### src/rtl/bus_drive_decoder_if.sv
`default_nettype none
// ============================================================================
// Module      : bus_drive_decoder_if
// Description : Handshake and drive-enable bundle between the control unit
//               (master) and the bus drive decoder (slave).
//   req         : request to drive src_code (master -> slave)
//   src_code    : 5-bit bus source code, 31 = none (master -> slave)
//   release_req : request to end the current drive (master -> slave)
//   busy        : decoder is committed to a request (slave -> master)
//   grant       : one-cycle pulse on first driving cycle (slave -> master)
//   drive_en    : one-hot tri-state drive enable, or zero (slave -> master)
//   err         : one-cycle pulse for an invalid request code (slave -> master)
// Revision    : 1.0 - initial release
// ============================================================================
interface bus_drive_decoder_if;
  logic        req;
  logic [4:0]  src_code;
  // "release" is a reserved word, hence the _req suffix.
  logic        release_req;
  logic        busy;
  logic        grant;
  logic [31:0] drive_en;
  logic        err;

  modport master (
    output req,
    output src_code,
    output release_req,
    input  busy,
    input  grant,
    input  drive_en,
    input  err
  );

  modport slave (
    input  req,
    input  src_code,
    input  release_req,
    output busy,
    output grant,
    output drive_en,
    output err
  );
endinterface
`default_nettype wire

### src/rtl/bus_drive_decoder.sv
`default_nettype none
// ============================================================================
// Module      : bus_drive_decoder
// Description : Registered 5-to-32 bus-source decoder. Turns an accepted
//               source code into a one-hot drive enable for the shared bus,
//               with break-before-make dead cycles, a minimum drive time and a
//               request/release handshake.
// Ports       :
//   clock : rising-edge clock
//   clear : asynchronous active-low reset
//   bus   : bus_drive_decoder_if.slave (req, src_code, release_req,
//           busy, grant, drive_en, err)
// Revision    : 1.0 - initial release
// ============================================================================
module bus_drive_decoder #(
  parameter int NUM_SOURCES = 24,  // valid codes are 0..NUM_SOURCES-1 (1..31)
  parameter int GAP_CYCLES  = 1,   // dead cycles before a new drive (>=1)
  parameter int MIN_HOLD    = 1    // minimum drive cycles (>=1)
) (
  input  wire                 clock,
  input  wire                 clear,
  bus_drive_decoder_if.slave  bus
);

  localparam int c_GAP_W  = $clog2(GAP_CYCLES + 1);
  localparam int c_HOLD_W = $clog2(MIN_HOLD + 1);

  localparam logic [c_GAP_W-1:0]  c_GAP_LOAD  = c_GAP_W'(GAP_CYCLES);
  localparam logic [c_HOLD_W-1:0] c_HOLD_LOAD = c_HOLD_W'(MIN_HOLD);
  localparam logic [5:0]          c_NUM_SRC   = 6'(NUM_SOURCES);

  typedef enum logic [1:0] {
    ST_IDLE  = 2'd0,
    ST_GAP   = 2'd1,
    ST_DRIVE = 2'd2
  } state_t;

  state_t                r_state,   w_state;
  logic [4:0]            r_code,    w_code;
  logic [c_GAP_W-1:0]    r_gap,     w_gap;
  logic [c_HOLD_W-1:0]   r_hold,    w_hold;
  logic                  r_pending, w_pending;
  logic [31:0]           r_drive,   w_drive;
  logic                  r_busy,    w_busy;
  logic                  r_grant,   w_grant;
  logic                  r_err,     w_err;

  logic                  w_code_ok;
  logic [c_HOLD_W-1:0]   w_hold_dec;

  // Code 31 ("none") is always >= NUM_SOURCES, so it is rejected here too.
  assign w_code_ok  = ({1'b0, bus.src_code} < c_NUM_SRC);

  // Saturating decrement: the hold counter parks at zero once satisfied.
  assign w_hold_dec = (r_hold == '0) ? '0 : (r_hold - c_HOLD_W'(1));

  // --------------------------------------------------------------------------
  // State and output registers
  // --------------------------------------------------------------------------
  always_ff @(posedge clock or negedge clear) begin
    if (!clear) begin
      r_state   <= ST_IDLE;
      r_code    <= '0;
      r_gap     <= '0;
      r_hold    <= '0;
      r_pending <= 1'b0;
      r_drive   <= '0;
      r_busy    <= 1'b0;
      r_grant   <= 1'b0;
      r_err     <= 1'b0;
    end else begin
      r_state   <= w_state;
      r_code    <= w_code;
      r_gap     <= w_gap;
      r_hold    <= w_hold;
      r_pending <= w_pending;
      r_drive   <= w_drive;
      r_busy    <= w_busy;
      r_grant   <= w_grant;
      r_err     <= w_err;
    end
  end

  // --------------------------------------------------------------------------
  // Next-state and next-output logic
  // --------------------------------------------------------------------------
  always_comb begin
    w_state   = r_state;
    w_code    = r_code;
    w_gap     = r_gap;
    w_hold    = r_hold;
    w_pending = r_pending;
    w_drive   = r_drive;
    w_busy    = r_busy;
    w_grant   = 1'b0;
    w_err     = 1'b0;

    unique case (r_state)
      ST_IDLE: begin
        // release_req has no meaning here and is ignored.
        if (bus.req) begin
          if (w_code_ok) begin
            w_code  = bus.src_code;
            w_gap   = c_GAP_LOAD;
            w_state = ST_GAP;
            w_busy  = 1'b1;
          end else begin
            w_err = 1'b1;
          end
        end
      end

      ST_GAP: begin
        if (bus.release_req) begin
          // Abort before anything has been driven: no grant is issued.
          w_state = ST_IDLE;
          w_busy  = 1'b0;
          w_gap   = '0;
        end else if (r_gap <= c_GAP_W'(1)) begin
          // This edge takes the gap counter to zero: start driving now so
          // the driver appears GAP_CYCLES edges after acceptance.
          w_state   = ST_DRIVE;
          w_gap     = '0;
          w_drive   = 32'd1 << r_code;
          w_grant   = 1'b1;
          w_hold    = c_HOLD_LOAD;
          w_pending = 1'b0;
        end else begin
          w_gap = r_gap - c_GAP_W'(1);
        end
      end

      ST_DRIVE: begin
        // Exit on the edge where the hold counter reaches (or sits at) zero,
        // so the bus is driven for at least MIN_HOLD cycles. A pending
        // release takes priority over any req presented at the same time.
        if ((w_hold_dec == '0) && (bus.release_req || r_pending)) begin
          w_state   = ST_IDLE;
          w_drive   = '0;
          w_busy    = 1'b0;
          w_hold    = '0;
          w_pending = 1'b0;
        end else begin
          w_hold    = w_hold_dec;
          w_pending = r_pending | bus.release_req;
        end
      end

      default: begin
        w_state   = ST_IDLE;
        w_drive   = '0;
        w_busy    = 1'b0;
        w_gap     = '0;
        w_hold    = '0;
        w_pending = 1'b0;
      end
    endcase
  end

  assign bus.busy     = r_busy;
  assign bus.grant    = r_grant;
  assign bus.drive_en = r_drive;
  assign bus.err      = r_err;

endmodule
`default_nettype wire

### src/flat_wrapper.sv
// flat-port wrapper written by rule: the top's interface ports become plain ports
module bus_drive_decoder_flat 
#(
  parameter int NUM_SOURCES = 24,                                             
  parameter int GAP_CYCLES  = 1,                                          
  parameter int MIN_HOLD    = 1                                 
)
  (clock, clear, bus_req, bus_src_code, bus_release_req, bus_busy, bus_grant, bus_drive_en, bus_err);
  bus_drive_decoder_if bus_i ();
  input  wire clock;
  input  wire clear;
  input wire logic [$bits(bus_i.req)-1:0] bus_req;
  input wire logic [$bits(bus_i.src_code)-1:0] bus_src_code;
  input wire logic [$bits(bus_i.release_req)-1:0] bus_release_req;
  output wire logic [$bits(bus_i.busy)-1:0] bus_busy;
  output wire logic [$bits(bus_i.grant)-1:0] bus_grant;
  output wire logic [$bits(bus_i.drive_en)-1:0] bus_drive_en;
  output wire logic [$bits(bus_i.err)-1:0] bus_err;
  assign bus_i.req = bus_req;
  assign bus_i.src_code = bus_src_code;
  assign bus_i.release_req = bus_release_req;
  assign bus_busy = bus_i.busy;
  assign bus_grant = bus_i.grant;
  assign bus_drive_en = bus_i.drive_en;
  assign bus_err = bus_i.err;
  bus_drive_decoder #(.NUM_SOURCES(NUM_SOURCES), .GAP_CYCLES(GAP_CYCLES), .MIN_HOLD(MIN_HOLD)) u_core (.clock(clock), .clear(clear), .bus(bus_i));
endmodule
### config.mk
export PLATFORM = sky130hd
export DESIGN_NAME = bus_drive_decoder_flat
export DESIGN_NICKNAME = d
export VERILOG_FILES = /design/src/rtl/bus_drive_decoder_if.sv /design/src/rtl/bus_drive_decoder.sv /design/src/flat_wrapper.sv
export SDC_FILE = /design/constraint.sdc
export NUM_CORES = 1
export LEC_CHECK = 0
export CORE_MARGIN = 1.5
export CORE_UTILIZATION = 40
export CTS_BUF_LIST = sky130_fd_sc_hd__clkbuf_8
export DETAILED_ROUTE_END_ITERATION = 8
export PLACE_DENSITY = 0.68
export SLEW_MARGIN = 10
export SYNTH_ARGS = -nofsm -noshare
export SYNTH_HDL_FRONTEND = slang
export SYNTH_SLANG_ARGS = --single-unit
### constraint.sdc
create_clock -name clock -period 2 [get_ports clock]
set_input_delay 0.3 -clock clock [delete_from_list [all_inputs] [get_ports clock]]
set_output_delay 0.3 -clock clock [all_outputs]
set_load 0.1 [all_outputs]
---- After elaboration in Yosys (flattened, before gate mapping) ----
Index checks and enable logic that the tools add are counted.
operators by class
  reduce and logical (&&, ||, !) cells .... 9
  multipliers ............................. 0
  order comparisons ....................... 2
  muxes and demuxes ....................... 33
  shift operators ......................... 1
  add/subtract/negate cells ............... 2
  bitwise logic cells ..................... 4
  equal/unequal tests ..................... 9
  divide/modulo/power cells ............... 0
operator list
  operator                                               number
  two-way mux 32 bit                                     3
  case mux 32 bit (3 select lines)                       1
  left shift 1 x 5 -> 32 bit, first input constant       1
  two-way mux 1 bit                                      19
  case mux 1 bit (3 select lines)                        4
  AND reduction 4 bit                                    3
  two-way mux 2 bit                                      5
  AND reduction 3 bit                                    3
  inequality test 2 x 1 -> 1 bit, second input constant  3
  inequality test 2 bit, second input constant           3
  case mux 2 bit (3 select lines)                        1
  < comparator 5 bit, second input constant              1
  inequality test 3 x 2 -> 1 bit, second input constant  1
  inverter 1 bit                                         3
  equality test 2 x 1 -> 1 bit, second input constant    1
  equality test 2 bit, second input constant             1
  zero test 2 bit                                        1
  subtractor 1 bit, second input constant                2
  <= comparator 1 bit, second input constant             1
  logical AND 1 bit                                      1
  logical OR 1 bit                                       1
  bitwise OR 1 bit                                       1
storage, ports and cells
  output and inout port bits .............. 35
  ROM bits ................................ 0
  bits in registers ....................... 45
  input port bits ......................... 9
  bits in latches ......................... 0
  bits in writable memories ............... 0
  memories ................................ 0
  word-level logic and storage cells ...... 69

---- Longest topological paths before layout ----
  depth in word-level cells ............... 6
  mapped depth ............................ 5
  mapped depth without buffers ............ 3

---- Worst setup path after synthesis ----
Ideal clock, no wire load.
  kind .................................... reg-to-reg
  from .................................... register u_core.r_state[1]
  to ...................................... register u_core.r_code[0]
  arrival ................................. 1,384 ps
  stages on the path, launching flop included .. 5
  setup slack ............................. 491 ps
  data required time ...................... 1,875 ps
  path through ............................ dfrtp_1 or3b_1 buf_2 nand2b_4 mux2_4
on the way
  cells in the longest elaborated chain, start to end .. 2
RTL lines
  item                           RTL line                 source
  from (decl)                    bus_drive_decoder.sv:38  state_t r_state, w_state;
  from (signal assigned)         bus_drive_decoder.sv:72  r_state <= w_state;
  zero test 2 bit                bus_drive_decoder.sv:98  unique case (r_state)
  AND reduction 3 bit (no line)  --
  to (signal assigned)           bus_drive_decoder.sv:73  r_code <= w_code;
  to (decl)                      bus_drive_decoder.sv:39  logic [4:0] r_code, w_code;
No other way between the ends.
A chain may end at the register's enable or synchronous reset.

---- Final worst setup path ----
  from .................................... register u_core.r_state[1]
  to ...................................... register u_core.r_code[1]
The elaborated chain is that of the path after synthesis.

==> impl_metrics.yaml <==
routing:
  via_per_inst: 5.15
  route.met2.wl_um: 1670
  drt-initial-drc-count: 85
  routed_wl_um: 3460
  top_layer: "met4"
  firstDrtPassIters: 4
  ant_nets: 0
  wire_per_inst_um: 14.3
  wl_met1_um: 1510
  vias: 1247
  drc: 0
  met3_length_um: 215
final_layout:
  fin_cells: 242
  drive_gt1_share_pct: 28.1
  nets: 200
  diodes: 0
  area_growth_pct: 30.8
  utilization_pct: 54.0
synthesis:
  synth_mux_area_share_pct: 3.36
  synth_area_leader_cell: "dfrtp_1"
  synth-compound-area-share_pct: 14.0
  synthSimpleGateAreaFrac_pct: 15.9
  synth_area_leaders: "dfrtp_1 (64%), o21ai_0 (7.0%), nand2_1 (6.6%)"
  syn_area_um2: 1640
  syn_avg_cell_area_um2: 11.5
  syn_inst: 143
  yosysTopAreaCellShare_pct: 64.1
  synth_top_family_by_area: "simple AND/OR/NAND/NOR gates"
  ys.warnings.count: 0
  synth-seq-area-share_pct: 64.1
  synthAdderAreaFrac_pct: 0
  netlist-cell-type-count: 26
  synth_nets: 152
  synth_seq_cells: 42
  synth_xor_area_share_pct: 0.534
setup_path:
  cp-end-kind: "register"
  slowest_delay_ns: 0.50
  arrival_ns: 1.77
  worstPathRequired_ns: 2.18
  crit_path_top_delay_cell: "or3b_1"
  worstSetupPathType: "register to register"
  r2r-end: "u_core.r_code[1]"
  start_kind: "register"
  reg2reg_depth: 3
  ff2ff_setup_slack_ns: 0.40
  reg2reg_from: "u_core.r_state[1]"
  path_max_fanout: 7
  crit_chain: "or3b_1, nand2b_4, mux2_4"
floorplan:
  fp.dieH_um: 67.0
  placementRows: 23
  start_util_pct: 41.3
  ios: 44
  core_area_um2: 3970
  die-width_um: 67.0
  dieArea_um2: 4490
global_route:
  track_usage_pct: 17.9
  grt_max_degree: 25
  grt_first_pass_wirelength_um: 5740
  antenna_found_initial: 0
  grt_pass1_vias: 1146
  grt_overflow_total: 0
clock_network:
  clkTransAtPathRegs_ns: 0.07
  clock_path_buffers: 2
  cts_buffers: 5
  cts_htree_levels: 2
  cts_tree: "yes"
  clkSinkCount: 42
  insertion_delay_ns: 0.29
  post_cts_buffers: 0
  cts_resized: 0
  root_buffer: "clkbuf_8"
timing:
  relSlewSlack_pct: 63.8
  max_slew.worst_pin.slew_ns: 0.544
  finClkSkew_ns: 0.00512
  setup_viol: 0
  fin_crit_ns: 1.60
  layout_worst_path_cycle_share_pct: 79.8
  fin_setup_tns_ns: 0
  finalHoldViolations: 0
  fmax_mhz: 627
  rsz0062_at_grt: "false"
  final_max_slew_viol_count: 0
pwr:
  p_per_area_nw_per_um2: 1090
  p_int_mw: 1.40
  power.net_switching_uw: 943
  comb_power_share_pct: 32.7
  clockPowerShare_pct: 23.2
  power_leakage_nw: 1.06
  total_power_mw: 2.34
  switching_share_pct: 40.2
  seqPwrFrac_pct: 44.1
  ir_drop_v: 0.000661
worst_hold_path:
  min-delay-start: "u_core.bus.drive_en[4]"
  whs_path_depth: 2
  holdPathEnd: "u_core.bus.drive_en[4]"
  min_path_type: "register to register"
placed_design:
  gp_congestion: 0.747
  dp.cells: 233
  dpl.hpwl_um: 2620
  portBuffers: 43
job:
  maxCapViolCount: 0
run_status:
  status: "completed"
[registers in the layout, summed over array words and instances (netlist names)]
register,flops
u_core.bus.drive_en,32
u_core.r_code,5
u_core.r_state,2
u_core.bus.busy,1
u_core.bus.err,1
u_core.bus.grant,1
[cell usage after synthesis]
library cell and count:
inv_1 1, buf_1 2, nand3_1 2, clkbuf_1 2
nor3b_1 2, a22o_1 6, a32o_1 4, mux2i_1 1
nand2_1 29, nor3b_2 1, mux2_4 3, and4b_1 2
nand2b_1 2, nor3_1 1, or3b_1 1, nor2b_1 2
o22a_1 2, xnor2_1 1, buf_2 3, or2_2 1
nand2b_4 1, a21oi_1 1, and3b_1 1, dfrtp_1 42
nor2_1 7, o21ai_0 23
[per-stage QoR]
stage,hold slack [ns],instance area (µm²),setup WS (ns)
2_1_floorplan,0.00441,1640,0.491
3_3_place_gp,0.293,2040,0.219
3_5_place_dp,0.309,2040,0.169
4_1_cts,0.493,2140,0.401
5_1_grt,0.527,2140,0.298
6_report,0.485,2140,0.405
[timing repair]
action | in CTS | in global routing
hold buffers | 1 | 0
endpoints found under the hold margin | 22 | 0
setup endpoints to repair | 0 | 0
[metal layers]
| metal | global-route usage (%) | vias to the layer above |
|---|---|---|
| li1 | - | 595 |
| met1 | 22.6 | 608 |
| met2 | 27.7 | 40 |
| met3 | 5.74 | 4 |
| met4 | 8.42 | 0 |
| met5 | 0 | - |
[power by group through the flow]
stage	combinational [mW]	clock, mW	sequential (mW)
finish	0.766	0.544	1.03
detailed placement	0.771	0	1.05
global placement	0.762	0	1.05
floorplan	0.223	0	1.40
CTS	0.774	0.559	1.03
global route	0.815	0.601	1.05
[worst max path at each step]
stage	from	endpoint	slack (ns)	cells past startpoint
2_1_floorplan	u_core.r_state[1]	u_core.r_code[0]	0.49	4
3_3_place_gp	bus_req	u_core.r_code[2]	0.22	4
6_report	u_core.r_state[1]	u_core.r_code[1]	0.40	3
4_1_cts	u_core.r_state[1]	u_core.r_code[1]	0.40	3
5_1_grt	bus_release_req	u_core.bus.drive_en[8]	0.30	4
3_5_place_dp	bus_release_req	u_core.bus.drive_en[19]	0.17	5
[placed cells by master (no fill, tap or decap), drive strengths merged, types with 2 or more instances in the layout]
cell type      synthesis  routed
and4b                  2       2
mux2                   3       3
nor2                   7       7
o21ai                 23      23
nand2b                 3       3
buf                    5      40
a32o                   4       4
nand2                 29      29
inv                    1       2
nor2b                  2       2
nor3b                  3       3
dfrtp                 42      42
clkbuf                 2       6
a22o                   6       6
o22a                   2       2
nand3                  2       2
clkdlybuf4s50          0       7
[critical path, delay by kind of cell, from the launching register on]
kind | cells | cell delay (ns)
DFF | 1 | 0.48
and+or+nand+nor | 2 | 0.71
muxes | 1 | 0.30
[kinds of logic after synthesis]
kind of cell	Yosys count
DFF	42
AOI/OAI and AO/OA	36
xor gates and xnor gates	1
and+or+nand+nor	52
muxes	4
buffers and inverters	8
[cell type report]
cell class	instances	area (µm²)
inverters	1	3.75
fillers	357	1830
clock buffers	6	82.6
flip-flops and latches	42	1050
well taps	50	62.6
clock inverters	2	8.76
multi-input cells	93	558
repair buffers	48	378
No activity file was read; power rests on OpenSTA's default activity.
